<file path="config.mk">
export PLATFORM = sky130hd
export DESIGN_NAME = svc_rv_io_timer
export DESIGN_NICKNAME = d
export VERILOG_FILES = /design/src/rtl/svc_rv_io_timer_pkg.sv /design/src/rtl/svc_rv_io_timer_prescaler.sv /design/src/rtl/svc_rv_io_timer.sv
export SDC_FILE = /design/constraint.sdc
export NUM_CORES = 1
export LEC_CHECK = 0
export CORE_ASPECT_RATIO = 0.6
export CORE_UTILIZATION = 57
export DETAILED_ROUTE_END_ITERATION = 16
export PLACE_DENSITY = 0.8
export SETUP_SLACK_MARGIN = 0.4
export SYNTH_ARGS = -nofsm -noshare
export SYNTH_HDL_FRONTEND = slang
export SYNTH_HIERARCHICAL = 1
export SYNTH_SLANG_ARGS = --single-unit
</file>
<file path="constraint.sdc">
create_clock -name clk -period 7.4 [get_ports clk]
set_input_delay 1.85 -clock clk [delete_from_list [all_inputs] [get_ports clk]]
set_output_delay 1.85 -clock clk [all_outputs]
set_load 0.02 [all_outputs]
</file>
<file path="src/rtl/svc_rv_io_timer_pkg.sv">
// svc_rv_io_timer_pkg: register map offsets and bit positions for the IO timer
package svc_rv_io_timer_pkg;
  localparam logic [2:0] REG_CTRL     = 3'd0;
  localparam logic [2:0] REG_STATUS   = 3'd1;
  localparam logic [2:0] REG_PRESCALE = 3'd2;
  localparam logic [2:0] REG_LOAD     = 3'd3;
  localparam logic [2:0] REG_COUNT    = 3'd4;
  localparam logic [2:0] REG_SCRATCH  = 3'd5;
  localparam int CTRL_EN        = 0;
  localparam int CTRL_PERIODIC  = 1;
  localparam int CTRL_IRQ_EN    = 2;
  localparam int STATUS_EXPIRED = 0;
endpackage

</file>
<file path="src/rtl/svc_rv_io_timer_prescaler.sv">
// svc_rv_io_timer_prescaler: divides clk into a tick every prescale+1 enabled cycles
module svc_rv_io_timer_prescaler #(
  parameter int PRESCALE_W = 16
) (
  input  logic                  clk,
  input  logic                  rst,
  input  logic                  en,
  input  logic                  restart,
  input  logic [PRESCALE_W-1:0] prescale,
  output logic                  tick
);
  logic [PRESCALE_W-1:0] pcnt;
  // >= keeps the divider from running the full range if prescale is lowered mid-count
  assign tick = en & (pcnt >= prescale);
  always_ff @(posedge clk or posedge rst)
    if (rst) pcnt <= '0;
    else pcnt <= (!en || restart || tick) ? '0 : pcnt + 1'b1;
endmodule

</file>
<file path="src/rtl/svc_rv_io_timer.sv">
// svc_rv_io_timer: memory-mapped prescaled down-counter with one-shot/periodic modes and irq
module svc_rv_io_timer
  import svc_rv_io_timer_pkg::*;
#(
  parameter int XLEN       = 32,
  parameter int AW         = 8,
  parameter int PRESCALE_W = 16
) (
  input  logic            clk,
  input  logic            rst,
  input  logic [AW-1:0]   io_raddr,
  output logic [XLEN-1:0] io_rdata,
  input  logic            io_wen,
  input  logic [AW-1:0]   io_waddr,
  input  logic [XLEN-1:0] io_wdata,
  input  logic [XLEN/8-1:0] io_wstrb,
  output logic            irq,
  output logic            tick
);
  logic [2:0] ctrl, ctrl_nxt;
  logic expired, expired_nxt, expire, restart, w1c;
  logic [PRESCALE_W-1:0] prescale;
  logic [XLEN-1:0] load, count, scratch, count_nxt, prescale_m, rd_val;
  logic [2:0] wa;
  logic unused_ok;

  function automatic logic [XLEN-1:0] merge(input logic [XLEN-1:0] old, input logic [XLEN-1:0] wd,
                                            input logic [XLEN/8-1:0] st);
    logic [XLEN-1:0] r;
    r = old;
    for (int i = 0; i < XLEN/8; i++) if (st[i]) r[8*i +: 8] = wd[8*i +: 8];
    return r;
  endfunction

  assign wa         = io_waddr[4:2];
  assign expire     = tick && count == '0;
  assign w1c        = io_wen && wa == REG_STATUS && io_wstrb[0] && io_wdata[STATUS_EXPIRED];
  assign restart    = io_wen && wa == REG_CTRL && io_wstrb[0] && io_wdata[CTRL_EN] && !ctrl[CTRL_EN];
  assign prescale_m = merge({{(XLEN-PRESCALE_W){1'b0}}, prescale}, io_wdata, io_wstrb);
  assign unused_ok  = &{1'b0, io_raddr[1:0], io_raddr[AW-1:5], io_waddr[1:0], io_waddr[AW-1:5],
                        prescale_m[XLEN-1:PRESCALE_W]};

  svc_rv_io_timer_prescaler #(.PRESCALE_W(PRESCALE_W)) u_prescaler (
    .clk      (clk),
    .rst      (rst),
    .en       (ctrl[CTRL_EN]),
    .restart  (restart),
    .prescale (prescale),
    .tick     (tick)
  );

  // hardware one-shot disable wins over a same-cycle software write of en
  always_comb begin
    ctrl_nxt = (io_wen && wa == REG_CTRL && io_wstrb[0]) ? io_wdata[2:0] : ctrl;
    if (expire && !ctrl[CTRL_PERIODIC]) ctrl_nxt[CTRL_EN] = 1'b0;
    expired_nxt = expire || (expired && !w1c);
    count_nxt = (io_wen && wa == REG_COUNT) ? merge(count, io_wdata, io_wstrb) :
                !tick ? count :
                expire ? (ctrl[CTRL_PERIODIC] ? load : count) : count - 1'b1;
  end

  always_comb begin
    rd_val = '0;
    case (io_raddr[4:2])
      REG_CTRL:     rd_val = {{(XLEN-3){1'b0}}, ctrl};
      REG_STATUS:   rd_val = {{(XLEN-1){1'b0}}, expired};
      REG_PRESCALE: rd_val = {{(XLEN-PRESCALE_W){1'b0}}, prescale};
      REG_LOAD:     rd_val = load;
      REG_COUNT:    rd_val = count;
      REG_SCRATCH:  rd_val = scratch;
      default:      rd_val = '0;
    endcase
  end

  always_ff @(posedge clk or posedge rst)
    if (rst) begin
      ctrl     <= '0;
      expired  <= 1'b0;
      prescale <= '0;
      load     <= '0;
      count    <= '0;
      scratch  <= '0;
      io_rdata <= '0;
      irq      <= 1'b0;
    end else begin
      ctrl     <= ctrl_nxt;
      expired  <= expired_nxt;
      count    <= count_nxt;
      io_rdata <= rd_val;
      irq      <= expired_nxt & ctrl_nxt[CTRL_IRQ_EN];
      if (io_wen && wa == REG_PRESCALE) prescale <= prescale_m[PRESCALE_W-1:0];
      if (io_wen && wa == REG_LOAD) load <= merge(load, io_wdata, io_wstrb);
      if (io_wen && wa == REG_SCRATCH) scratch <= merge(scratch, io_wdata, io_wstrb);
    end
endmodule

</file>
* Word level (Yosys, flattened, before mapping)
Index checks and enable logic that the tools add are counted.
Cells by class: add/subtract/negate cells 2, $lt $le $gt $ge 1, equal/unequal tests 15, muxes and demuxes 12, bitwise gates (word level) 2, reduce and logical (&&, ||, !) cells 39
Operators with widths (count):
- $pmux 32 s6 | 1
- $mux 32 | 4
- $logic_not 32->1 | 1
- $mux 8 | 4
- $sub 32x1->32 const B | 1
- $reduce_and 2->1 | 10
- $add 16x1->16 const B | 1
- $ge 16x16->1 | 1
- $mux 16 | 1
- $logic_and 1x1->1 | 14
- $eq 3x2->1 const B | 4
- $eq 3x3->1 const B | 4
- $reduce_and 3->1 | 4
- $ne 2x2->1 const B | 4
- $eq 3x1->1 const B | 2
- $logic_not 3->1 | 2
- $reduce_bool 2->1 | 2
- $logic_not 1->1 | 3
- $logic_or 1x1->1 | 3
- $mux 3 | 1
- $ne 3x2->1 const B | 1
- $and 1x1->1 | 2
- $mux 1 | 1
Storage, ports and cells: register bits 165, bits of input ports 55, output and inout bits 34, word-level logic and storage cells 92

* Depth between registers and ports, before layout
depth after elaboration 8, depth in mapped cells 13, gate-level depth less buffers 11

* By module
Netlist, hierarchy kept.
By module, submodules not included:
- svc_rv_io_timer | instances 1, cells an instance 671, area an instance 7315.8 um2, sequential area each 3728.6 um2
- svc_rv_io_timer_prescaler | instances 1, cells an instance 132, area an instance 1213.7 um2, sequential area each 400.4 um2

* Least setup slack after synthesis
Ideal clock, no wire load.
path kind register to output, from register u_prescaler.pcnt[13], to output tick, arrival time 1.815 ns, data required time 5.550 ns, setup slack 3.735 ns, stages on the path, launching flop included 6, path buffers 0, cells stage by stage dfrtp_1 -> ha_1 -> nand4_1 -> nor3_2 -> o21ai_1 -> a31oi_1
Between the ends: word-level cells in the longest chain between the ends 2
RTL lines:
- from (decl) | RTL line svc_rv_io_timer_prescaler.sv:12 | logic [PRESCALE_W-1:0] pcnt;
- from (signal assigned) | RTL line svc_rv_io_timer_prescaler.sv:17 | else pcnt <= (!en || restart || tick) ? '0 : pcnt + 1'b1;
- $ge 16x16->1 | RTL line svc_rv_io_timer_prescaler.sv:14 | assign tick = en & (pcnt >= prescale);
- $and 1x1->1 | RTL line svc_rv_io_timer_prescaler.sv:14
- to (decl) | RTL line svc_rv_io_timer.sv:18 | output logic tick
Every way passes these cells.

* Final worst setup path
from register prescale[14], to output tick
Between the ends: word-level cells in the longest chain between the ends 2
RTL lines:
- from (decl) | RTL line svc_rv_io_timer.sv:22 | logic [PRESCALE_W-1:0] prescale;
- from (signal assigned) | RTL line svc_rv_io_timer.sv:91 | if (io_wen && wa == REG_PRESCALE) prescale <= prescale_m[PRESCALE_W-1:0];
- $ge 16x16->1 | RTL line svc_rv_io_timer_prescaler.sv:14
- $and 1x1->1 | RTL line svc_rv_io_timer_prescaler.sv:14
Every way passes these cells.

==> results.cfg <==
[die]
design.die.area_mm2 = 0.0155
row_count = 34
die_height_um = 96.8
die_w_um = 160
io_pins = 89
floorplan.initialDensity_pct = 58.6
placeableCoreArea_mm2 = 0.0145

[route]
drt_first_pass_iters = 5
drt_drc = 0
wl_per_cell_um = 20.6
drt_wl_total_um = 22300
avgViaCountPerCell = 6.48
routed-via-count = 6996
antenna_left = 0
highest-signal-layer = met4
drt-initial-drc-count = 598
amount_of_wire_on_met3_after_detailed_routing_um = 2060
met1_length_um = 9690
met2_length_um = 10100

[timing]
fin_crit_sh_pct = 68.6
achievable-frequency_mhz = 197
relSlewSlack_pct = 9.95
setup_viol_count_final = 0
slew_violations = 0
final_hold_viol_count = 0
hold_ws_ns = 0.503
final.setup_skew_ns = 0.00800
setup_tns_ns = 0
final.min_clock_period_ns = 5.08
unrepaired_setup_endpoints_after_global_routing = false
worst-slew-pin-transition_ns = 1.35
postLayoutSetupSlackWorst_ns = 2.32

[clock_network]
cts_repair_resize_count = 0
clock_buffer_count_from_cts = 17
clock-root-buffer = clkbuf_16
clk_transition_reported_paths_ns = 0.07
ctsHtreeMaxLevel = 4
clock_sinks = 165
tritoncts = done
postCtsSetupBuffers = 0
max-clock-path-buffers = 2
postCtsHoldBufs = 0
clock_latency_ns = 0.42

[layout]
drive_gt1_share_pct = 17.1
stdcell_area_mm2 = 0.0100
syn_to_final_growth_pct = 17.5
finalNetCount = 941
antenna_cells_inserted = 0

[synthesis]
post_synth_and_or_nand_nor_area_fraction_pct = 14.7
synth_compound_area_share_pct = 12.6
synth_area_mm2 = 0.00853
synth.lib_cells_used.distinct = 69
yosys-mux-area-fraction_pct = 16.4
synth.avg_cell_area_um2 = 10.6
leading_post_synthesis_cells_by_instance_count = dfrtp_1 (165), mux2_2 (83), nand2_1 (72), nor2_1 (56), mux2i_1 (46)
synth_most_common_cell = dfrtp_1
async_set_or_reset_register_ratio_after_synthesis_pct = 100
synth_enable_flop_cells = 0
ys.flop_type = dfrtp_1
synth_area_in_adders_pct = 2.64
netlist.top_cell.by_area = dfrtp_1
synth-xor-area-share_pct = 2.05
sequential_cell_area_fraction_in_the_yosys_report_pct = 48.4
synth_cells = 803
synth-warning-count = 6
synth_top_family_by_area = multiplexers
syn_nets = 876
synth.ff_latch_count = 165
yosysTopAreaCellShare_pct = 48.4
netlist_top_cells_area = dfrtp_1 (48%), mux2_2 (11%), mux2i_1 (5.4%)

[placement]
final_hpwl_dp_um = 15000
preCtsSetupSlack_ns = 2.46
io_buffer_count = 78
postPlaceCellArea_mm2 = 0.00946
globalplace.congestion = 0.936

[global_route]
grt_overflow = 0
antenna_found_initial = 0
grt_max_degree = 109
global_route.usage.total_pct = 29.9
wire_length_of_the_first_global_routing_pass_um = 36100
first_global_vias = 6867

[power]
cellPowerDensity_mw_per_mm2 = 275
peakVddDrop_mv = 0.173
static-leakage-power_uw = 0.00432

[worst_setup_path]
endpoint_kind = output port
critical_path_peak_fanout = 5
setup.worst_path.class = register to output port
worst_ep_arrival_time_ns = 3.23
critical_path_required_ns = 5.55
critPathLaunchType = register

[job]
maxCapViolCount = 0

[status]
outcome = complete, no violations

[worst_hold_path]
worst_hold_path_type = register to register
layer usage:
layer	GRT usage, %	vias to the layer above
li1	-	3066
met5	0	-
met3	6.05	38
met4	9.38	0
met2	45.4	425
met1	43.5	3467
report_power, final:
group          switching, uW  leakage (uW)  total [uW]  internal (uW)
sequential               184       0.00209        1270           1080
combinational            326       0.00195         635            309
clock                    378      0.000275         855            477
total                    889       0.00432        2760           1870
critical path, stage by stage, from the launching register on:
cell,delay [ns]
dfrtp_1,0.39
inv_1,0.06
ha_1,0.30
nand4_1,0.16
nor3_2,0.38
o21ai_1,0.23
a31oi_1,0.56
clkdlybuf4s50_1,0.72
path summary, 6_finish.rpt:
check | start | end | slack [ns] | cells after the start
worst max-delay path | prescale[14]$_DFFE_PP0P_ | tick | 2.32 | 7
worst min-delay path | u_prescaler/pcnt[0]$_DFF_PP0_ | u_prescaler/pcnt[0]$_DFF_PP0_ | 0.50 | 1
worst max register to register | prescale[14]$_DFFE_PP0P_ | count[20]$_DFFE_PP0P_ | 3.38 | 12
worst min register to register | u_prescaler/pcnt[0]$_DFF_PP0_ | u_prescaler/pcnt[0]$_DFF_PP0_ | 0.50 | 1
max in group asynchronous | rst | prescale[0]$_DFFE_PP0P_ | 4.25 | 3
min in group asynchronous | rst | u_prescaler/pcnt[9]$_DFF_PP0_ | 1.93 | 2
cell usage in the layout (no fill, tap or decap), drive strengths merged, types with 5 or more instances in the layout:
cell,n
nand2,72
o41ai,5
o21ai,43
nand4,9
or3,5
nor3,23
inv,33
o211ai,12
a21o,6
nor4,10
nand3,16
o22ai,16
clkdlybuf4s50,77
and2,5
clkinv,5
buf,9
dfrtp,165
ha,18
a21oi,30
xor2,6
a31oi,16
clkbuf,19
mux2i,46
and3,6
mux2,83
nor2,66
o31ai,5
xnor2,14
flip-flops by register name, summed over array words and instances, names as in the netlist:
signal and cells:
count 32, io_rdata 32, load 32, scratch 32
prescale 16, u_prescaler/pcnt 16, ctrl 3, expired 1
irq 1
metrics by stage:
step | total power (uW) | utilization [%] | cells
finish | 2760 | 68.9 | 1079
CTS | 2750 | 68.9 | 1079
global route | 2880 | 68.9 | 1079
detailed placement | 1900 | 65.0 | 1047
floorplan | 1670 | - | 803
global placement | 1850 | 65.0 | 1047
area by class of cell:
cell class | count | area, um^2
Clock buffer | 19 | 443
Clock inverter | 13 | 121
Fill cell | 1042 | 4520
Inverter | 28 | 110
Multi-Input combinational cell | 570 | 4140
Sequential cell | 165 | 4130
Tap cell | 198 | 248
Timing Repair Buffer | 86 | 836
kinds of logic after synthesis:
logic type	count (synthesis)
AO/OA/AOI/OAI	163
XOR/XNOR	20
adder cells (fa/ha/maj)	18
buffers and inverters	68
flip-flops	165
multiplexers	129
AND/OR/NAND/NOR	240
No activity file was read; power rests on OpenSTA's default activity.
==> RTL change 1, RTL diff (same flow settings) <==
Add an input register stage for `io_wdata`, with the module's reset; this delays it by one clock. The other inputs are not delayed to match.
--- a/src/rtl/svc_rv_io_timer.sv
+++ b/src/rtl/svc_rv_io_timer.sv
@@ -18,4 +18,15 @@
   output logic            tick
 );
+
+  logic [XLEN-1:0] io_wdata_q;
+
+  always_ff @(posedge clk or posedge rst) begin
+    if (rst) begin
+      io_wdata_q <= '0;
+    end else begin
+      io_wdata_q <= io_wdata;
+    end
+  end
+
   logic [2:0] ctrl, ctrl_nxt;
   logic expired, expired_nxt, expire, restart, w1c;
@@ -35,7 +46,7 @@
   assign wa         = io_waddr[4:2];
   assign expire     = tick && count == '0;
-  assign w1c        = io_wen && wa == REG_STATUS && io_wstrb[0] && io_wdata[STATUS_EXPIRED];
-  assign restart    = io_wen && wa == REG_CTRL && io_wstrb[0] && io_wdata[CTRL_EN] && !ctrl[CTRL_EN];
-  assign prescale_m = merge({{(XLEN-PRESCALE_W){1'b0}}, prescale}, io_wdata, io_wstrb);
+  assign w1c        = io_wen && wa == REG_STATUS && io_wstrb[0] && io_wdata_q[STATUS_EXPIRED];
+  assign restart    = io_wen && wa == REG_CTRL && io_wstrb[0] && io_wdata_q[CTRL_EN] && !ctrl[CTRL_EN];
+  assign prescale_m = merge({{(XLEN-PRESCALE_W){1'b0}}, prescale}, io_wdata_q, io_wstrb);
   assign unused_ok  = &{1'b0, io_raddr[1:0], io_raddr[AW-1:5], io_waddr[1:0], io_waddr[AW-1:5],
                         prescale_m[XLEN-1:PRESCALE_W]};
@@ -52,8 +63,8 @@
   // hardware one-shot disable wins over a same-cycle software write of en
   always_comb begin
-    ctrl_nxt = (io_wen && wa == REG_CTRL && io_wstrb[0]) ? io_wdata[2:0] : ctrl;
+    ctrl_nxt = (io_wen && wa == REG_CTRL && io_wstrb[0]) ? io_wdata_q[2:0] : ctrl;
     if (expire && !ctrl[CTRL_PERIODIC]) ctrl_nxt[CTRL_EN] = 1'b0;
     expired_nxt = expire || (expired && !w1c);
-    count_nxt = (io_wen && wa == REG_COUNT) ? merge(count, io_wdata, io_wstrb) :
+    count_nxt = (io_wen && wa == REG_COUNT) ? merge(count, io_wdata_q, io_wstrb) :
                 !tick ? count :
                 expire ? (ctrl[CTRL_PERIODIC] ? load : count) : count - 1'b1;
@@ -90,6 +101,6 @@
       irq      <= expired_nxt & ctrl_nxt[CTRL_IRQ_EN];
       if (io_wen && wa == REG_PRESCALE) prescale <= prescale_m[PRESCALE_W-1:0];
-      if (io_wen && wa == REG_LOAD) load <= merge(load, io_wdata, io_wstrb);
-      if (io_wen && wa == REG_SCRATCH) scratch <= merge(scratch, io_wdata, io_wstrb);
+      if (io_wen && wa == REG_LOAD) load <= merge(load, io_wdata_q, io_wstrb);
+      if (io_wen && wa == REG_SCRATCH) scratch <= merge(scratch, io_wdata_q, io_wstrb);
     end
 endmodule
Behaviour: not the same (Yosys sat finds a counterexample within 4 cycles, from zero or initial values and one cycle with rst high).
==> RTL change 1 against the unedited design <==
Routed wire length is 0.67% higher. Register-to-register slack worse by 0.57 ns. Synthesized area is 9.7% higher. Design area is 8.6% higher. First-iteration DRC count is 56% higher. Power is 12% higher. Worst setup slack worse by 0.030 ns. Sequential cell count is 32 higher. Critical path type unchanged.
==> RTL change 1: results <==
set metrics [dict create \
    dp.final_hpwl_mm 15.12 \
    fillers 1153 \
    worst_ep_arrival_time_ns 3.26 \
    synthMuxAreaShare_pct 15.94 \
    dpl_cell_area_sq_mm 0.01029 \
    routed-via-count 6948 \
    postSynth.topFlopCell "dfrtp_1" \
    drt_iter0_markers 932 \
    power_per_cell_area_mw_per_mm2 282.5 \
    seq_power_mw 1.46 \
    synth_area_leaders "dfrtp_1 53%, mux2_2 11%, mux2i_1 5.4%, nand2_1 2.7%, o21ai_0 2.6%" \
    tightestPinTransition_ns 1.000 \
    pwr.group.combinational_mw 0.656 \
    clk_latency_ns 0.44 \
    status "finished clean" \
    first_pass_grt_wire_length_mm 36.37 \
    grtUsageTotal_pct 28.24 \
    ys_seq_area_share_pct 52.70 \
    path_max_fanout 4 \
    static-leakage-power_nw 4.811 \
    netlist-cell-type-count 70 \
    largest_net_degree_at_the_start_of_global_routing 90 \
    cp_slowest_stage_delay_ns 0.71 \
    synthAdderAreaFrac_pct 2.408 \
    routedWlPerCell_um 20.06 \
    power.ir.vdd_worst_v 0.0001692 \
    number_of_global_route_vias_before_repair 6685 \
    finClkSkew_ns 0.01218 \
    post_synth.cell_area_avg_sq_um 11.20 \
    xor_xnor_fraction_of_synth_area_pct 2.060 \
    io_buffer_count 78 \
    post-place-ws_ns 2.592 \
    switching_share_pct 31.37 \
    synth_compound_area_share_pct 10.33 \
    tritoncts.num_buffers 17 \
    finalNetCount 974 \
]
==> RTL change 1: logic make-up (layout without fill, tap and decap cells) <==
kind of cell / count (synthesis) / after routing
compound gates: 148 / 148
fa+ha+maj: 18 / 18
flops: 197 / 197
mux: 138 / 138
buf+inv: 72 / 151
xor+xnor: 22 / 22
simple gates: 240 / 240
==> RTL change 1: worst max-delay path, delay by kind of cell (launching register included) <==
family / cells / cell delay, ns
adder cells (fa/ha/maj): 1 / 0.32
buffers and inverters: 2 / 0.78
flip-flops: 1 / 0.42
AO/OA/AOI/OAI: 2 / 0.75
AND/OR/NAND/NOR: 2 / 0.55
==> RTL change 1: worst paths after layout <==
path	start	end	slack [ns]	depth (start not counted)
worst max-delay path	prescale[15]	tick	2.29	7
worst min-delay path	u_prescaler/pcnt[0]	u_prescaler/pcnt[0]	0.49	1
worst max register to register	prescale[15]	count[9]	2.81	11
worst min register to register	u_prescaler/pcnt[0]	u_prescaler/pcnt[0]	0.49	1
max in group asynchronous	rst	io_wdata_q[30]	4.20	3
min in group asynchronous	rst	u_prescaler/pcnt[7]	1.91	2
==> RTL change 1: area by class of cell <==
type                       count  area [sq um]  share of cell area (%)
sequential                   197          4930                   45.26
multi-input combinational    566          4141                   38.02
timing repair buffer          86         835.8                   7.673
clock buffer                  19         442.9                   4.066
tap                          203         254.0                   2.332
clock inverter                13         160.2                   1.470
inverter                      33         128.9                   1.183
==> RTL change 1: metal layers <==
metal  global-route usage, %  wire length [um]  up-vias
met4                   8.821               210        0
met1                   42.98             10860     3484
li1                        -                 -     3141
met3                   5.510              1702       16
met5                       0                 0        -
met2                   40.87              9629      307
==> RTL change 2, RTL diff (same settings) <==
Made on the original files. `PRESCALE_W` is set to 16 in 2 places; all go to 24.
--- a/src/rtl/svc_rv_io_timer_prescaler.sv
+++ b/src/rtl/svc_rv_io_timer_prescaler.sv
@@ -1,5 +1,5 @@
 // svc_rv_io_timer_prescaler: divides clk into a tick every prescale+1 enabled cycles
 module svc_rv_io_timer_prescaler #(
-  parameter int PRESCALE_W = 16
+  parameter int PRESCALE_W = 24
 ) (
   input  logic                  clk,
--- a/src/rtl/svc_rv_io_timer.sv
+++ b/src/rtl/svc_rv_io_timer.sv
@@ -5,5 +5,5 @@
   parameter int XLEN       = 32,
   parameter int AW         = 8,
-  parameter int PRESCALE_W = 16
+  parameter int PRESCALE_W = 24
 ) (
   input  logic            clk,
Check against the original RTL: not equivalent (Yosys sat finds a counterexample within 4 cycles, from zero or initial values and one cycle with rst high).
==> RTL change 2 against the unedited design <==
Sequential share of layout area is 0.67 points lower. Count of clock-buffer cells in the layout is 1 lower. Worst setup slack worse by 0.77 ns. Hold slack better by 0.0038 ns. Design area is 12% higher. Routed wire length is 8.7% higher. Synthesized area is 13% higher. Power is 8.3% higher. Sequential cell count is 16 higher. Utilization is 0.54 points lower.
==> RTL change 2: results <==
set metrics [dict create \
    status "finished clean" \
    drt_iter0_markers 849 \
    cp_slowest_stage_delay_ns 0.91 \
    largest_net_degree_at_the_start_of_global_routing 111 \
    netlist-cell-type-count 67 \
    number_of_global_route_vias_before_repair 7101 \
    post-cts-setup-buffers 0 \
    switching_share_pct 32.15 \
    first_pass_grt_wire_length_mm 38.76 \
    clockBufferDepth 2 \
    routedWlPerCell_um 20.24 \
    clkTransAtPathRegs_ns 0.07 \
    detail_route.first_pass.iterations 6 \
    synth_warnings 6 \
    share_of_power_burned_in_the_clock_network_pct 31.5 \
    finalNetCount 1035 \
    cp_top_family "compound AO/OA/AOI/OAI gates" \
    post_cts.resized_instances 0 \
    path_max_fanout 25 \
    tritoncts.num_buffers 17 \
    grtUsageTotal_pct 29.20 \
    h-tree-depth 4 \
    fillers 1217 \
    static-leakage-power_nw 4.829 \
    clk_latency_ns 0.43 \
    cts-root-buf "clkbuf_16" \
    netlist_top_cells_count "181 x dfrtp_1, 92 x mux2_2, 75 x nand2_1, 56 x mux2i_1, 47 x nor2_1" \
    vias_per_cell 6.294 \
    syn_nets 972 \
    proportion_of_register_bits_with_asynchronous_set_or_reset_after_synthesis_pct 100.0 \
    antenna_cells_inserted 0 \
    gp_routability_congestion 0.8835 \
    worst_ep_arrival_time_ns 4.00 \
    io_buffer_count 78 \
    drive_gt1_share_pct 18.30 \
    power.ir.vdd_worst_v 0.0001971 \
    pwr.group.combinational_mw 0.677 \
    timing.critical_path.slowest_stage_cell "o211ai_4" \
    antenna_violations_before_repair 0 \
    tightestPinTransition_ns 1.174 \
    worstHoldPathType "reg2reg" \
    ys_seq_area_share_pct 47.06 \
    synth_area_leaders "dfrtp_1 47%, mux2_2 11%, mux2i_1 5.8%, ha_1 3.4%, nand2_1 2.9%" \
    dp.final_hpwl_mm 16.45 \
    finClkSkew_ns 0.01015 \
]
==> RTL change 2: per-layer routing <==
metal  track usage, %  vias up  share of wire [%]
met5                0        -                  0
met4            8.732        0                1.4
met3            4.261       28                7.3
met2            43.85      318                 44
met1            44.07     3789                 47
li1                 -     3386                  -
==> RTL change 2: kinds of logic after synthesis <==
logic type      Yosys count  synth area share, %
compound gates          155                10.69
xor+xnor                 29                2.639
fa+ha+maj                26                3.380
buf+inv                  81                3.536
flops                   181                47.06
mux                     149                16.82
simple gates            270                15.88
==> RTL change 2: worst paths after layout <==
kind | from | slack, ns | to | cells after the start
hold reg to reg | scratch[0] | 0.51 | scratch[0] | 1
setup / recovery | prescale[23] | 1.55 | tick | 8
hold / removal | scratch[0] | 0.51 | scratch[0] | 1
min in group asynchronous | rst | 2.04 | io_rdata[15] | 2
max in group asynchronous | rst | 4.15 | io_rdata[26] | 3
setup reg to reg | prescale[23] | 1.83 | count[3] | 13
==> RTL change 2: layout make-up <==
cell class / count / area (sq um) / area share, %
Sequential cell: 181 / 4529 / 40.51
Clock inverter: 14 / 163.9 / 1.466
Inverter: 38 / 147.6 / 1.321
Tap cell: 228 / 285.3 / 2.552
Clock buffer: 18 / 439.2 / 3.928
Timing Repair Buffer: 87 / 843.3 / 7.543
Multi-Input combinational cell: 629 / 4771 / 42.67
==> RTL change 2: through the flow <==
stage | power, mW | worst slack [ns] | cell area, sq um | instances | hold WS, ns
detailed placement | 2.039 | 1.946 | 10580 | 1163 | 0.4919
finish | 2.989 | 1.546 | 11180 | 1195 | 0.5064
CTS | 2.984 | 1.547 | 11180 | 1195 | 0.5083
floorplan | 1.806 | 1.315 | 9625 | 891 | 0.4607
global route | 3.119 | 1.390 | 11180 | 1195 | 0.5247
global placement | 2.008 | 2.079 | 10580 | 1163 | 0.4832
